**config.mk**
```make
export PLATFORM = sky130hd
export DESIGN_NAME = rotate_sequencer
export DESIGN_NICKNAME = d
export VERILOG_FILES = /design/src/rtl/rotate_sequencer.sv
export SDC_FILE = /design/constraint.sdc
export NUM_CORES = 1
export LEC_CHECK = 0
export CAP_MARGIN = 20
export CORE_MARGIN = 2
export CORE_UTILIZATION = 45
export CTS_CLUSTER_DIAMETER = 100
export DETAILED_ROUTE_END_ITERATION = 16
export GPL_TIMING_DRIVEN = 0
export PLACE_DENSITY = 0.79
export RECOVER_POWER = 25
export SETUP_SLACK_MARGIN = 0.5
export SKIP_LAST_GASP = 1
export SLEW_MARGIN = 20
export SYNTH_ARGS = -nofsm -noshare
export SYNTH_HDL_FRONTEND = slang
export SYNTH_SLANG_ARGS = --single-unit
```
**constraint.sdc**
```tcl
create_clock -name clk -period 2 [get_ports clk]
set_input_delay 0.4 -clock clk [delete_from_list [all_inputs] [get_ports clk]]
set_output_delay 0.4 -clock clk [all_outputs]
set_load 0.005 [all_outputs]
```
**src/rtl/rotate_sequencer.sv**
```systemverilog
// Multi-cycle rotate/shift sequencer: one single-bit step per clock, with stall and back-to-back start.
// Optional macro ROTSEQ_TRISTATE_EN makes z high-impedance whenever ready is low.
module rotate_sequencer #(
    parameter int WIDTH = 8,
    parameter int CNTW  = $clog2(WIDTH)
) (
    input  logic             clk,
    input  logic             rst,
    input  logic             start,
    input  logic             hold,
    input  logic             dir,
    input  logic             mode,
    input  logic [CNTW-1:0]  amt,
    input  logic [WIDTH-1:0] x,
    output logic [WIDTH-1:0] z,
    output logic             ready,
    output logic             busy
);

    typedef enum logic [2:0] {
        IDLE   = 3'b001,
        ROTATE = 3'b010,
        DONE   = 3'b100
    } state_t;

    localparam logic [CNTW-1:0] CNT_ZERO = {CNTW{1'b0}};
    localparam logic [CNTW-1:0] CNT_ONE  = CNTW'(1);

    state_t           state_r, state_s;
    logic [WIDTH-1:0] data_r, data_s;
    logic [CNTW-1:0]  cnt_r, cnt_s;
    logic             dir_r, dir_s;
    logic             mode_r, mode_s;

    // One-bit step; the vacated end takes the wrapped bit for rotate, zero for shift.
    function automatic logic [WIDTH-1:0] step_one(
        input logic [WIDTH-1:0] v,
        input logic             d,
        input logic             m
    );
        logic [WIDTH-1:0] res;
        if (d) begin
            res = {v[WIDTH-2:0], (m ? 1'b0 : v[WIDTH-1])};
        end else begin
            res = {(m ? 1'b0 : v[0]), v[WIDTH-1:1]};
        end
        return res;
    endfunction

    // Next-state, data and counter selection.
    always_comb begin
        state_s = state_r;
        data_s  = data_r;
        cnt_s   = cnt_r;
        dir_s   = dir_r;
        mode_s  = mode_r;
        case (state_r)
            IDLE, DONE: begin
                if (start) begin
                    data_s  = x;
                    cnt_s   = amt;
                    dir_s   = dir;
                    mode_s  = mode;
                    state_s = (amt != CNT_ZERO) ? ROTATE : DONE;
                end else begin
                    state_s = state_r;
                end
            end
            ROTATE: begin
                if (!hold) begin
                    data_s  = step_one(data_r, dir_r, mode_r);
                    cnt_s   = cnt_r - CNT_ONE;
                    state_s = (cnt_r == CNT_ONE) ? DONE : ROTATE;
                end else begin
                    state_s = ROTATE;
                end
            end
            default: begin
                state_s = IDLE;
                data_s  = {WIDTH{1'b0}};
                cnt_s   = CNT_ZERO;
            end
        endcase
    end

    // State and datapath registers with synchronous active-low reset.
    always_ff @(posedge clk) begin
        if (!rst) begin
            state_r <= IDLE;
            data_r  <= {WIDTH{1'b0}};
            cnt_r   <= CNT_ZERO;
            dir_r   <= 1'b0;
            mode_r  <= 1'b0;
        end else begin
            state_r <= state_s;
            data_r  <= data_s;
            cnt_r   <= cnt_s;
            dir_r   <= dir_s;
            mode_r  <= mode_s;
        end
    end

    // Status bits come straight from the one-hot state flops, so no input reaches them.
    assign ready = state_r[2];
    assign busy  = state_r[1];

`ifdef ROTSEQ_TRISTATE_EN
    assign z = ready ? data_r : {WIDTH{1'bz}};
`else
    assign z = ready ? data_r : {WIDTH{1'b0}};
`endif

endmodule

```
==> impl_metrics.tcl, run 1 <==
set metrics [dict create \
    outcome "finished clean" \
    place_hpwl_um 2100 \
    synthMostInstantiatedCell "dfxtp_1" \
    switching_power_uw 537 \
    worst_pin_slew_ns 0.510 \
    rsz0062_at_grt "yes" \
    drt_iter0_markers 27 \
    numCtsBuffers 3 \
    syn_inst 119 \
    grt.total_usage_pct 26.1 \
    powerDensity_nw_per_um2 922 \
    relSlewSlack_pct 66.0 \
    viasPerCell 6.35 \
    place.gp.congestion 0.886 \
    diodes 0 \
    drc_errors 0 \
    synth_seq_cells 16 \
    grt_start_max_net_pins 11 \
    wire_per_inst_um 18.5 \
    cp_max_fo 10 \
    finalNetCount 174 \
    coreArea_um2 2210 \
    cts_tree "done" \
    synth.cell_area_um2 1050 \
    yosysWarnings 0 \
    via_count 1150 \
    setup_violations 0 \
    fin_crit_sh_pct 85.9 \
    finalHoldViolCount 0 \
    yosys.area.top_type "dfxtp_1" \
    finalWirelength_um 3350 \
    chipHeight_um 52.4 \
    cp-end-kind "register" \
    grt_pass1_wl_um 5200 \
    p_int_uw 859 \
    ant_nets 0 \
    criticalPathCategory "register to register" \
    grt_pass1_vias 1119 \
    ios 27 \
    area_growth_syn_to_layout_pct 43.4 \
    max_freq_mhz 582 \
    ys.flop_type "dfxtp_1" \
    critPathArrivalTime_ns 1.93 \
    antenna_found_initial 0 \
    netSwitchingFraction_pct 38.5 \
    ir_worst_vdd_uv 566 \
    ctsHoldBuffers 0 \
    clockRootBuffer "clkbuf_4" \
    layout.cell_area.non_filler_um2 1510 \
    critPathRequiredTime_ns 2.21 \
    cts.sinks 16 \
    power_uw 1400 \
    ys_types 35 \
    worst_clock_skew_ns 0.00225 \
    seq_area_frac_synth_pct 30.4 \
    synth-edff-count 0 \
    min_path_type "register to register" \
    fin_crit_ns 1.72 \
    async_flop_share_pct 0 \
    io_buffer_count 26 \
    leakage_uw 0.000584 \
    yosysTopAreaCellShare_pct 30.4 \
    rows 17 \
    cap_violations 0 \
    pwr-share-seq_pct 34.0 \
    final_max_slew_viol_count 0 \
    dr.pass1.iters 4 \
    synth_nets 138 \
    clk_latency_ns 0.29 \
    final_layout_size_suffix_gt1_share_pct 33.3 \
    synth_area_leaders "dfxtp_1 30%, a32oi_1 6.6%, a31oi_1 6.5%, mux2_2 6.4%, and2_1 5.3%" \
    cts.clk_slew.worst_paths_ns 0.10 \
    clk_path_buf_depth 2 \
    syn_avg_cell_area_um2 8.86 \
    start_util_pct 47.7 \
    dpl_cell_area_um2 1370 \
    htree_levels 1 \
    crit_path_start_kind "register" \
    dieArea_um2 2750 \
    grt_overflow 0 \
    synthTopCellsByCount "16 x dfxtp_1, 11 x a31oi_1, 9 x and2_1" \
    combPwrFrac_pct 53.3 \
    pwr-share-clk_pct 12.7 \
    die_w_um 52.4 \
]
-- per-layer routing --
| layer | GRT usage, % | wire length [um] | share of wire [%] | vias to the layer above |
|---|---|---|---|---|
| li1 | - | - | - | 538 |
| met3 | 2.57 | 160 | 4.8 | 8 |
| met2 | 45.4 | 1710 | 51 | 46 |
| met5 | 0 | 0 | 0 | - |
| met4 | 13.7 | 66 | 2.0 | 0 |
| met1 | 31.3 | 1410 | 42 | 558 |
-- cells by family after synthesis --
logic type / Yosys count / share of synthesized area, %
compound gates: 41 / 27.6
mux: 6 / 6.41
simple gates: 33 / 22.5
buf+inv: 18 / 8.18
fa+ha+maj: 2 / 2.37
xor+xnor: 3 / 2.49
flops: 16 / 30.4
-- worst paths after layout --
| kind | cells after the start | from | to | slack [ns] |
|---|---|---|---|---|
| worst max-delay path | 6 | state_r[2]$_SDFFE_PN0P_ | data_r[2]$_SDFFE_PN0P_ | 0.28 |
| worst min-delay path | 2 | mode_r$_SDFFE_PN0P_ | mode_r$_SDFFE_PN0P_ | 0.52 |
| worst max register to register | 6 | state_r[2]$_SDFFE_PN0P_ | data_r[2]$_SDFFE_PN0P_ | 0.28 |
| worst min register to register | 2 | mode_r$_SDFFE_PN0P_ | mode_r$_SDFFE_PN0P_ | 0.52 |
-- power by group through the flow --
stage / logic [uW] / clock network, uW / registers [uW]
detailed placement: 595 / 0 / 473
floorplan: 433 / 0 / 452
CTS: 670 / 180 / 470
global placement: 579 / 0 / 470
global route: 797 / 195 / 485
finish: 744 / 178 / 474
-- area by class of cell --
cell class | count | area, um^2
Multi-Input combinational cell | 85 | 729
Fill cell | 184 | 699
Sequential cell | 16 | 323
Timing Repair Buffer | 31 | 265
Buffer | 13 | 119
Tap cell | 28 | 35.0
Clock buffer | 3 | 22.5
Inverter | 5 | 18.8
-- timing repair --
| item | 4_1_cts | 5_1_grt |
|---|---|---|
| cloned | 0 | 0 |
| endpoints found under the setup margin | 25 | 24 |
| gates resized for setup | 34 | 20 |
| buffers inserted | 3 | 2 |
| pin swaps | 1 | 0 |
-- placed cells by master (no fill, tap or decap), drive strengths merged, types with 2 or more instances in the layout --
master,netlist,final
a32oi,8,8
a31oi,11,11
buf,5,11
a211oi,7,7
nand2,2,2
clkbuf,8,16
and2,9,9
o21ai,2,2
nand3,2,2
o31ai,3,3
ha,2,2
a21oi,5,5
or4b,2,2
dlygate4sd2,0,5
nor3b,4,4
xnor2,2,2
mux2,6,6
a311oi,4,4
dfxtp,16,16
clkdlybuf4s50,0,15
nand4,2,2
inv,5,5
-- per-stage QoR --
step                      std cells  TNS (ns)  setup WS [ns]  hold slack, ns  util [%]
after floorplan                 119         0          0.468           0.457         -
after global placement          173     -1.65         -0.166           0.473      61.8
after detailed placement        173     -1.88         -0.191           0.502      61.8
after CTS                       179         0          0.299           0.515      67.0
after global routing            181         0          0.254           0.556      68.4
final                           181         0          0.281           0.518      68.4
-- critical path, cell delays in order, from the launching register on --
cell,delay (ns)
dfxtp_1,0.33
buf_6,0.12
buf_6,0.12
or4b_4,0.52
and3_4,0.19
buf_12,0.14
a211oi_1,0.20
-- sequential cells by signal, summed over array words and instances (netlist names) --
name	count
data_r	8
mode_r	1
cnt_r	3
dir_r	1
state_r	3
No activity file was read; power rests on OpenSTA's default activity.
==> run 2: changes to the inputs <==
--- a/config.mk
+++ b/config.mk
@@ -11,7 +11,7 @@
 export CTS_CLUSTER_DIAMETER = 100
 export DETAILED_ROUTE_END_ITERATION = 16
 export GPL_TIMING_DRIVEN = 0
-export PLACE_DENSITY = 0.79
+export PLACE_DENSITY = 0.82
 export RECOVER_POWER = 25
 export SETUP_SLACK_MARGIN = 0.5
 export SKIP_LAST_GASP = 1
==> run 2 against run 1 <==
  * Non-clock buffer count up 9
  * Global-route usage up 0.40 points
  * Clock-buffer cell count is the same
  * Wire length is 13% higher
  * Critical path depth is the same
  * Via count grew 8.3%
  * Cell count grew 5.0%
  * Clock power barely moved
  * Combinational power grew 21%
  * Critical endpoint is now cnt_r[0]$_SDFFE_PN0P_
==> impl_metrics.tcl, run 2 (synthesized netlist as in run 1, its figures left out) <==
set metrics [dict create \
    finalWirelength_um 3780 \
    ios 27 \
    top_register "data_r" \
    ant_nets 0 \
    min_path_type "register to register" \
    clockRootBuffer "clkbuf_4" \
    cts.clk_slew.worst_paths_ns 0.10 \
    cp_max_fo 10 \
    dr.pass1.iters 5 \
    fin_crit_sh_pct 89.9 \
    diodes 0 \
    max_freq_mhz 556 \
    wl_met3_um 293 \
    cp.buffers_inverters 3 \
    leakage_uw 0.000662 \
    rows 17 \
    wl_met1_um 1510 \
    cap_violations 0 \
    grt_start_max_net_pins 11 \
    drt_iter0_markers 50 \
    layout.cell_area.non_filler_um2 1690 \
    start_util_pct 47.7 \
    powerDensity_nw_per_um2 928 \
    numCtsBuffers 3 \
    cp_common_cell "buf_6" \
    largest_reg_flops 8 \
    outcome "finished clean" \
    n_fill_cell 148 \
    ff2ff_setup_slack_ns 0.20 \
    crit_path_start_kind "register" \
    top_layer_used "met4" \
    dieArea_um2 2750 \
    antenna_found_initial 0 \
    fin_crit_ns 1.80 \
    clk_path_buf_depth 2 \
    grt.total_usage_pct 26.5 \
    grt_overflow 0 \
    rsz0062_at_grt "yes" \
    coreArea_um2 2210 \
    critPathLaunch "state_r[2]$_SDFFE_PN0P_" \
    htree_levels 1 \
    final_max_slew_viol_count 0 \
    worst_pin_slew_ns 0.473 \
    grt_pass1_vias 1162 \
    relSlewSlack_pct 68.5 \
    cts.sinks 16 \
    rr_worst_depth 6 \
    regToRegStartpoint "state_r[2]$_SDFFE_PN0P_" \
    cp-end-kind "register" \
    final_layout_size_suffix_gt1_share_pct 43.2 \
    crit_path_cell_trace "buf_6 -> buf_6 -> or4b_4 -> clkbuf_2 -> a31oi_1 -> a211oi_2" \
    criticalPathCategory "register to register" \
    chipHeight_um 52.4 \
    top_regs "data_r: 8 flops, cnt_r: 3 flops, state_r: 3 flops" \
    critPathRequiredTime_ns 2.18 \
    critPathTopFamily "buffers and inverters" \
    crit_cells 6 \
    r2r_end "cnt_r[0]$_SDFFE_PN0P_" \
    drc_errors 0 \
    critPathArrivalTime_ns 1.98 \
    fin_util_pct 76.2 \
    slowest_delay_ns 0.49 \
    wl_met2_um 1860 \
    clk_latency_ns 0.30 \
    setup_violations 0 \
    ir_worst_vdd_uv 831 \
    final_common_cell "clkdlybuf4s50_1" \
    min_from "mode_r$_SDFFE_PN0P_" \
    ctsHoldBuffers 0 \
    die_w_um 52.4 \
    slowest_stage "or4b_4" \
    worstSetupEndpoint "cnt_r[0]$_SDFFE_PN0P_" \
    area_growth_syn_to_layout_pct 59.8 \
    io_buffer_count 26 \
    wire_per_inst_um 19.9 \
    worst_clock_skew_ns 0.00614 \
    dpl_cell_area_um2 1370 \
    place_hpwl_um 2090 \
    grt_pass1_wl_um 5420 \
    finalHoldViolCount 0 \
    via_count 1246 \
    cts_tree "done" \
    viasPerCell 6.56 \
    place.gp.congestion 0.899 \
    tns_ns 0 \
    finalNetCount 183 \
    final_cell_mix "15 x clkdlybuf4s50_1, 14 x dfxtp_1, 10 x buf_6" \
    hold-worst-slack_ns 0.511 \
]
run 2: how the worst min path moves through the flow:
stage	endpoint	slack, ns	depth (start not counted)
2_1_floorplan	mode_r$_SDFFE_PN0P_	0.46	2
3_3_place_gp	mode_r$_SDFFE_PN0P_	0.47	2
3_5_place_dp	mode_r$_SDFFE_PN0P_	0.48	2
4_1_cts	mode_r$_SDFFE_PN0P_	0.50	2
5_1_grt	mode_r$_SDFFE_PN0P_	0.54	2
6_report	mode_r$_SDFFE_PN0P_	0.51	2
run 2: cell type report:
class	instances	area, um^2	area share, %
multi-input combinational	85	793	47.1
inverter	5	18.8	1.11
sequential	16	323	19.2
timing repair buffer	40	375	22.3
tap	28	35.0	2.08
clock buffer	3	22.5	1.34
buffer	13	118	6.98
run 2: what timing repair did:
| action | 4_1_cts | 5_1_grt |
|---|---|---|
| resized for setup | 51 | 33 |
| endpoints found under the hold margin | 0 | 0 |
| pin swaps | 1 | 5 |
| cloned | 2 | 1 |
| setup endpoints to repair | 25 | 24 |
| setup buffers | 7 | 4 |
run 2: routing by layer:
metal / vias up / track usage, %
met5: - / 0
li1: 552 / -
met3: 18 / 3.14
met1: 593 / 34.2
met4: 0 / 10.7
met2: 83 / 44.4
run 2: power breakdown:
| group | switching, uW | internal (uW) | leakage [uW] | total (uW) |
|---|---|---|---|---|
| logic | 413 | 490 | 0.000515 | 903 |
| registers | 79.9 | 399 | 0.000133 | 479 |
| clock network | 111 | 70.3 | 0.0000138 | 181 |
| total | 604 | 960 | 0.000662 | 1560 |
run 2: worst reg2reg max path, delay by kind of cell (launching register included):
family | cells | cell delay (ns)
compound gates | 2 | 0.33
flops | 1 | 0.33
buf+inv | 3 | 0.53
simple gates | 1 | 0.50
run 2: stage by stage:
step           setup slack [ns]  power, uW  std cells
2_1_floorplan             0.468        885        119
3_3_place_gp             -0.154       1040        173
3_5_place_dp             -0.176       1070        173
4_1_cts                   0.318       1410        185
5_1_grt                   0.135       1630        190
6_report                  0.201       1560        190
==> run 3: changes to the inputs <==
--- a/config.mk
+++ b/config.mk
@@ -14,7 +14,6 @@
 export PLACE_DENSITY = 0.82
 export RECOVER_POWER = 25
 export SETUP_SLACK_MARGIN = 0.5
-export SKIP_LAST_GASP = 1
 export SLEW_MARGIN = 20
 export SYNTH_ARGS = -nofsm -noshare
 export SYNTH_HDL_FRONTEND = slang
==> results of run 3 <==
Final layout, timing and power as in run 2 (identical DEF).
